[src/rtl/nrisc_bus_bridge.sv]
// Peripheral bus bridge: one four-phase req/ack access at a time; NRISC_BUSBRIDGE_TIMEOUT_EN adds abort of unacknowledged requests.
// Registered outputs; req one edge after start, done one edge after ack falls; starts while busy are dropped.
module nrisc_bus_bridge #(
  parameter int N_DData = 8,
  parameter int TAM     = 16,
  parameter int TIMEOUT = 32
) (
  input  logic               clk,
  input  logic               rst,
  input  logic [N_DData-1:0] BRIDGE_addr,
  input  logic [TAM-1:0]     BRIDGE_wdata,
  input  logic               BRIDGE_start_wr,
  input  logic               BRIDGE_start_rd,
  output logic [TAM-1:0]     BRIDGE_rdata,
  output logic               BRIDGE_busy,
  output logic               BRIDGE_done,
  output logic               BRIDGE_err,
  output logic [N_DData-1:0] PBUS_addr,
  output logic [TAM-1:0]     PBUS_wdata,
  output logic               PBUS_we,
  output logic               PBUS_req,
  input  logic               PBUS_ack,
  input  logic [TAM-1:0]     PBUS_rdata
);

  typedef enum logic [1:0] {IDLE, ACCESS, RELEASE} state_t;

  state_t             state_q, state_nx;
  logic [N_DData-1:0] addr_q, addr_nx;
  logic [TAM-1:0]     wdata_q, wdata_nx;
  logic [TAM-1:0]     rdata_q, rdata_nx;
  logic               we_q, we_nx;
  logic               req_q, req_nx;
  logic               busy_q, busy_nx;
  logic               done_q, done_nx;

`ifdef NRISC_BUSBRIDGE_TIMEOUT_EN
  localparam logic [7:0] TO_LAST = 8'(TIMEOUT - 1);
  logic [7:0] cnt_q, cnt_nx;
  logic       err_q, err_nx;
`endif

  always_comb begin
    state_nx = state_q;
    addr_nx  = addr_q;
    wdata_nx = wdata_q;
    rdata_nx = rdata_q;
    we_nx    = we_q;
    req_nx   = req_q;
    busy_nx  = busy_q;
    done_nx  = 1'b0;
`ifdef NRISC_BUSBRIDGE_TIMEOUT_EN
    cnt_nx   = cnt_q;
    err_nx   = err_q;
`endif
    case (state_q)
      IDLE: begin
        if (BRIDGE_start_wr || BRIDGE_start_rd) begin
          addr_nx  = BRIDGE_addr;
          wdata_nx = BRIDGE_wdata;
          we_nx    = BRIDGE_start_wr;  // write wins a collision
          req_nx   = 1'b1;
          busy_nx  = 1'b1;
`ifdef NRISC_BUSBRIDGE_TIMEOUT_EN
          err_nx   = 1'b0;
          cnt_nx   = 8'd0;
`endif
          state_nx = ACCESS;
        end
      end
      ACCESS: begin
        if (PBUS_ack) begin
          req_nx = 1'b0;
          if (!we_q) rdata_nx = PBUS_rdata;
          state_nx = RELEASE;
        end
`ifdef NRISC_BUSBRIDGE_TIMEOUT_EN
        else if (cnt_q == TO_LAST) begin
          req_nx = 1'b0;
          err_nx = 1'b1;
          if (!we_q) rdata_nx = '1;
          state_nx = RELEASE;
        end else if (cnt_q != 8'hFF) begin
          cnt_nx = cnt_q + 8'd1;
        end
`endif
      end
      RELEASE: begin
        if (!PBUS_ack) begin
          busy_nx  = 1'b0;
          done_nx  = 1'b1;
          state_nx = IDLE;
        end
      end
      default: state_nx = IDLE;
    endcase
  end

  always_ff @(posedge clk or negedge rst) begin
    if (!rst) begin
      state_q <= IDLE;
      addr_q  <= '0;
      wdata_q <= '0;
      rdata_q <= '0;
      we_q    <= 1'b0;
      req_q   <= 1'b0;
      busy_q  <= 1'b0;
      done_q  <= 1'b0;
    end else begin
      state_q <= state_nx;
      addr_q  <= addr_nx;
      wdata_q <= wdata_nx;
      rdata_q <= rdata_nx;
      we_q    <= we_nx;
      req_q   <= req_nx;
      busy_q  <= busy_nx;
      done_q  <= done_nx;
    end
  end

`ifdef NRISC_BUSBRIDGE_TIMEOUT_EN
  always_ff @(posedge clk or negedge rst) begin
    if (!rst) begin
      cnt_q <= 8'd0;
      err_q <= 1'b0;
    end else begin
      cnt_q <= cnt_nx;
      err_q <= err_nx;
    end
  end
  assign BRIDGE_err = err_q;
`else
  assign BRIDGE_err = 1'b0;
`endif

  assign BRIDGE_rdata = rdata_q;
  assign BRIDGE_busy  = busy_q;
  assign BRIDGE_done  = done_q;
  assign PBUS_addr    = addr_q;
  assign PBUS_wdata   = wdata_q;
  assign PBUS_we      = we_q;
  assign PBUS_req     = req_q;

endmodule

[config.mk]
export PLATFORM = sky130hd
export DESIGN_NAME = nrisc_bus_bridge
export DESIGN_NICKNAME = d
export VERILOG_FILES = /design/src/rtl/nrisc_bus_bridge.sv
export SDC_FILE = /design/constraint.sdc
export NUM_CORES = 1
export LEC_CHECK = 0
export CORE_MARGIN = 2
export CORE_UTILIZATION = 35
export DETAILED_ROUTE_END_ITERATION = 7
export GPL_TIMING_DRIVEN = 0
export HOLD_SLACK_MARGIN = 0.12
export PLACE_DENSITY = 0.74
export SETUP_SLACK_MARGIN = 0.4
export SYNTH_ARGS = -nofsm -noshare
export SYNTH_HDL_FRONTEND = slang
export SYNTH_SLANG_ARGS = --single-unit
[constraint.sdc]
create_clock -name clk -period 1.6 [get_ports clk]
set_input_delay 0.16 -clock clk [delete_from_list [all_inputs] [get_ports clk]]
set_output_delay 0.16 -clock clk [all_outputs]
set_load 0.005 [all_outputs]
# Word level (Yosys, flattened, before mapping)
# Cells that the tools add are included.
# word_totals
regBits	46
out_inout_bits	45
word_cells	34
# op_classes
n_eq_ne	5
muxes	11
bitwise	1
n_reduce_logical	9
# ops
op	n
$reduce_and 3->1	4
$mux 2	3
$ne 2x2->1 const B	3
$pmux 2 s3	1
$mux 1	5
$pmux 1 s2	2
$reduce_bool 2->1	2
$eq 2x1->1 const B	1
$eq 2x2->1 const B	1
$logic_not 2->1	1
$reduce_and 2->1	1
$logic_or 1x1->1	1
$not 1->1	1

# Longest topological paths before layout
# Gate-level depths: netlist of the first run.
# logic_depth
ltp_word	3
ltp_mapped	5
depth_no_buf	3

# Worst setup path after synthesis of the first run
# No wires, ideal clock.
# synth_path
kind	flip-flop to flip-flop
from	register state_q[1]
to	register rdata_q[10] (netlist: BRIDGE_rdata[10])
setup_time_ns	0.125
arrival_time_ns	1.451
t_required_ns	1.475
slack_ns	0.024
path_stages_with_launch	5
path_buffers	2
synth_period_minus_slack_ns	1.576
path_cell_list	dfrtp_1 -> buf_6 -> nor4b_4 -> buf_8 -> mux2_4
# synth_between
elab_chain_len	2
# synth_lines
element	line	source
start: declaration	28	state_t state_q, state_nx;
start signal: assignment	110	state_q <= state_nx;
$eq 2x1->1	56	case (state_q)
$reduce_and 3->1 (no source line)	--	
end signal: assignment	113	rdata_q <= rdata_nx;
end: declaration	31	logic [TAM-1:0] rdata_q, rdata_nx;
# Every way passes these cells.
# A chain may end at the register's enable or synchronous reset.

# Worst setup path in the final report of the first run
# layout_path
from	register state_q[1]
to	register rdata_q[3] (netlist: BRIDGE_rdata[3])
# The elaborated chain is that of the path after synthesis.

==> reports/results.txt, run 1 <==
GR Util All Layers: 14.4%
Remaining Overflow, GRT: 0
Vias in the first global route: 1,382
Antenna Nets Post-Route: 0
Sequential element share of the synthesized area: 63.6%
Yosys warning count: 0
Wire per inst: 13.7 um
First-pass GRT wire length: 6180 um
Leak: 1.42 nW
Fin crit period: 1.44 ns
Initial antenna violation count: 0
Power Dens Cells: 1770 nW/um2
Most Frequent Cell on Critical Path: buf_6
Fraction of layout cells with a size suffix above 1: 34.5%
Synthesized instance count: 110
Crit end category: flip-flop
CTS tree: yes
Max FO, Critical Path: 6
CP Depth: 5
Cell accounting for the most synthesized area: dfrtp_1
Ports: 90
Worst Setup Start Kind: flip-flop
Initial DRC count: 48
Syn_area_per_cell: 16.4 um2
Post-Syn Area: 1810 um2
Total Routed Length: 4040 um
R2R cell count: 5
Setup TNS: 0 ns
Core area: 5040 um2
Worst Clk Skew: 0.00334 ns
Netlist cell types: 21
Unrepaired setup endpoints after global routing: yes
Ranking of synthesized cells by area: dfrtp_1, mux2_2, mux2_4
Share of Yosys cell area claimed by the top area cell type: 63.6%
GP Congestion: 0.667
Register bit total from synthesis: 46
CP max stage cell: dfrtp_1
FP Rows: 26
Clock buffer depth: 2
Clk slew on worst S/H paths: 0.08 ns
CTS Sinks: 46
Worst path buffer plus inverter count: 3
Worst path arrival time: 1.62 ns
Hold Path Class: in2reg
Inserted Clock Buffers: 5
IO Port Bufs: 88
Max_cap viols: 0
Pin count of the biggest net entering global routing: 28
Syn nets: 155
Setup CP Type: reg2reg
Syn-to-layout area delta: 70.4%
Pre-antenna DRT Iters: 5
Final Setup Violations: 0
Peak supply drop: 1.01 mV
CP top delay family: buffers and inverters
Post-layout util: 61.1%
Nets: 270
Die W: 75.9 um
Die area: 5760 um2
Via Count: 1,305
CP peak stage delay: 0.38 ns
Root Buffer: clkbuf_8
Worst Hold Depth: 2
Endpoints failing hold: 0
DRC viols: 0
WP data required: 1.78 ns
Fmax: 695 MHz
Status: finished clean
Dpl hpwl: 2770 um
Crit-path cells: buf_6, nor4b_4, buf_6, buf_8, mux2_4
Initial Util: 35.9%
Fin crit share: 89.9%
Via-per-instance ratio: 4.41
Htree depth: 2
Ant diodes: 0
Fin. max-slew vios: 0
Worst-skew pair later-pin latency: 0.29 ns
Die Y: 75.9 um
==> layer usage <==
layer | wire length (um) | vias up | global-route usage, % | share of wire [%]
met5 | 0 | - | 0 | 0
met1 | 1700 | 642 | 17.6 | 42
met4 | 34 | 0 | 5.26 | 0.84
li1 | - | 607 | - | -
met3 | 352 | 4 | 5.82 | 8.7
met2 | 1960 | 52 | 23.0 | 48
==> cells in the final DEF (no fill, tap or decap), types with 2 or more instances in the layout <==
cell type / count
buf_4: 11
buf_6: 9
buf_8: 3
clkbuf_8: 6
clkdlybuf4s50_1: 42
dfrtp_1: 46
dlygate4sd2_1: 43
mux2_2: 24
mux2_4: 16
nand2b_1: 2
nand3_1: 2
o21ai_0: 2
==> flip-flops by register name, summed over array words and instances, names as in the netlist <==
signal and cells:
PBUS_wdata 16, BRIDGE_done 1, state_q 2, PBUS_we 1, PBUS_req 1, BRIDGE_rdata 16, PBUS_addr 8, BRIDGE_busy 1
==> layout make-up <==
type | count | area, um2
buffer | 6 | 71.3
clock buffer | 7 | 86.3
clock inverter | 1 | 5.00
fill | 420 | 1960
inverter | 1 | 3.75
multi-input combinational | 57 | 643
sequential | 46 | 1150
tap | 70 | 87.6
timing repair buffer | 108 | 1030
==> worst paths after layout <==
kind | startpoint | end | slack [ns]
worst min-delay path | PBUS_ack | BRIDGE_done | 0.16
worst max-delay path | state_q[1] | BRIDGE_rdata[3] | 0.16
max in group asynchronous | rst | PBUS_wdata[15] | 0.75
worst max register to register | state_q[1] | BRIDGE_rdata[3] | 0.16
min in group asynchronous | rst | PBUS_addr[0] | 0.35
worst min register to register | PBUS_addr[0] | PBUS_addr[0] | 0.50
==> report_power, final <==
group	switching (mW)	internal (mW)	total [mW]
clock network	0.366	0.349	0.715
logic	0.896	1.84	2.74
registers	0.260	1.74	2.00
total	1.52	3.94	5.46
==> cells by family after synthesis <==
family	Yosys count	synth area share, %
buf+inv	7	2.90
flops	46	63.6
other cells	1	0.207
xor+xnor	1	0.484
compound gates	5	1.94
simple gates	10	3.87
mux	40	27.0
==> worst register-to-register path, cell delays in order, from the launching register on <==
cell	delay [ns]
dfrtp_1	0.38
buf_6	0.13
nor4b_4	0.22
buf_6	0.17
buf_8	0.14
mux2_4	0.30
==> what timing repair did <==
action                     in CTS  in global routing
hold buffers                    1                  0
resized for setup              58                 18
setup buffers                   8                  8
cloned                          1                  1
setup endpoints to repair      86                 44
hold endpoints to repair       19                  0
pin swaps                       1                  3
==> metrics by stage <==
step / instance area (um2) / std cells / total power [mW] / hold slack [ns] / worst slack (ns)
6_report: 3080 / 296 / 5.46 / 0.162 / 0.161
5_1_grt: 3080 / 296 / 5.85 / 0.170 / 0.115
4_1_cts: 2970 / 287 / 5.25 / 0.346 / 0.107
3_5_place_dp: 2790 / 269 / 4.63 / 0.140 / -0.503
3_3_place_gp: 2780 / 268 / 4.56 / 0.486 / -0.961
2_1_floorplan: 1810 / 110 / 3.19 / -0.136 / 0.0796
==> Yosys cell counts <==
master / instances
nor2_1: 2
nand2_1: 1
buf_8: 1
nor3_1: 1
a22o_1: 1
nand2b_1: 2
mux2_2: 30
buf_6: 1
a211oi_1: 1
buf_2: 3
buf_4: 1
nand3_1: 2
o21ai_0: 2
nor3b_1: 1
o21ai_2: 1
conb_1: 1
mux2_4: 10
inv_1: 1
dfrtp_1: 46
xnor2_1: 1
nor4b_4: 1
Note: power is estimated with default switching activity, not from simulation.
==> inputs of run 2 (changes only) <==
ABC_CLOCK_PERIOD_IN_PS = 1600   (was not set)
CORE_UTILIZATION = 36   (was 35)
GPL_ROUTABILITY_DRIVEN = 0   (was not set)
PLACE_DENSITY = 0.76   (was 0.74)
==> reports/results.txt, run 2 (synthesized netlist as in run 1, its figures left out) <==
Antenna Nets Post-Route: 0
Pre-antenna DRT Iters: 4
Worst Setup Start Kind: flip-flop
Via Count: 1,301
Crit-path cells: buf_6, nor4b_4, buf_6, buf_8, mux2_4
Fraction of layout cells with a size suffix above 1: 37.2%
Peak supply drop: 0.836 mV
Crit end category: flip-flop
Ant diodes: 0
Total power: 5.59 mW
Final Setup Violations: 0
Fin crit share: 90.3%
Via-per-instance ratio: 4.37
Worst path buffer plus inverter count: 3
Status: finished clean
Post-Place Worst Slack: -0.456 ns
Commonest non-fill, non-tap cell in the layout: dfrtp_1
Die Y: 74.9 um
Clock buffer depth: 2
Hold Path Class: in2reg
CP top delay family: buffers and inverters
CTS tree: yes
Final Worst Setup Slack: 0.155 ns
CP max stage cell: dfrtp_1
Nets: 275
GR Util All Layers: 15.6%
Worst path arrival time: 1.63 ns
Most frequent cells in the layout: dfrtp_1, dlygate4sd2_1, clkdlybuf4s50_1
Setup CP Type: reg2reg
Initial antenna violation count: 0
Root Buffer: clkbuf_8
Ports: 90
Inserted Clock Buffers: 5
Leak: 1.44 nW
Worst Clk Skew: 0.00428 ns
Total Routed Length: 4180 um
CP peak stage delay: 0.38 ns
Core area: 4790 um2
Power Dens Cells: 1780 nW/um2
IO Port Bufs: 88
FP Rows: 25
Setup TNS: 0 ns
Syn-to-layout area delta: 73.3%
Remaining Overflow, GRT: 0
CTS Sinks: 46
First-pass GRT wire length: 6460 um
Vias in the first global route: 1,373
Dpl hpwl: 2800 um
Unrepaired setup endpoints after global routing: yes
Htree depth: 2
Clk slew on worst S/H paths: 0.08 ns
Pin count of the biggest net entering global routing: 39
Die area: 5610 um2
Endpoints failing hold: 0
WP data required: 1.78 ns
Fmax: 692 MHz
Initial DRC count: 18
Fin crit period: 1.44 ns
Max_cap viols: 0
Initial Util: 37.8%
Fin. max-slew vios: 0
Worst-skew pair later-pin latency: 0.29 ns
Hold_ws: 0.133 ns
DRC viols: 0
Max FO, Critical Path: 5
Wire per inst: 14.0 um
Die W: 74.9 um
Most Frequent Cell on Critical Path: buf_6
## run 2: timing repair
action	4_1_cts	5_1_grt
endpoints found under the setup margin	86	44
gates resized for setup	66	9
setup buffers	15	5
pin swaps	1	2
cloned	3	0
hold buffers	1	0
hold endpoints to repair	46	0
## run 2: path summary, 6_finish.rpt
path                               start          endpoint  slack [ns]  depth (start not counted)
setup / recovery              state_q[1]  BRIDGE_rdata[15]        0.16                          5
hold / removal                  PBUS_ack       BRIDGE_done        0.13                          2
setup reg to reg              state_q[1]  BRIDGE_rdata[15]        0.16                          5
hold reg to reg            PBUS_wdata[7]     PBUS_wdata[7]        0.50                          1
max in group asynchronous            rst    PBUS_wdata[12]        0.88                          3
min in group asynchronous            rst      PBUS_addr[4]        0.25                          2
## run 2: layout make-up
type                       count  area [um2]
sequential                    46        1150
clock buffer                   6        82.6
tap                           67        83.8
fill                         384        1650
clock inverter                 2        12.5
buffer                         6        67.6
inverter                       1        3.75
multi-input combinational     57         649
timing repair buffer         113        1080
## run 2: metal layers
| layer | track usage (%) | part of all wire [%] |
|---|---|---|
| met1 | 17.6 | 39 |
| met2 | 26.2 | 51 |
| met3 | 6.96 | 9.2 |
| met4 | 5.36 | 0.38 |
| met5 | 0 | 0 |
## run 2: per-stage QoR
stage | util (%) | std cells | instance area (um2)
after floorplan | - | 110 | 1810
after global placement | 58.0 | 265 | 2770
after detailed placement | 58.3 | 266 | 2790
after CTS | 64.1 | 293 | 3070
after global routing | 65.5 | 298 | 3140
final | 65.5 | 298 | 3140
## run 2: power breakdown
part	internal, mW	total, mW	switching, mW	leakage, nW
sequential	1.74	2.00	0.254	0.540
combinational	1.93	2.87	0.940	0.857
clock	0.347	0.726	0.379	0.0472
total	4.02	5.59	1.57	1.44
==> inputs of run 3 (changes only) <==
CTS_CLUSTER_SIZE = 14   (was not set)
==> results of run 3 <==
Same layout as run 2: the final DEF is identical, and so are final timing and power.
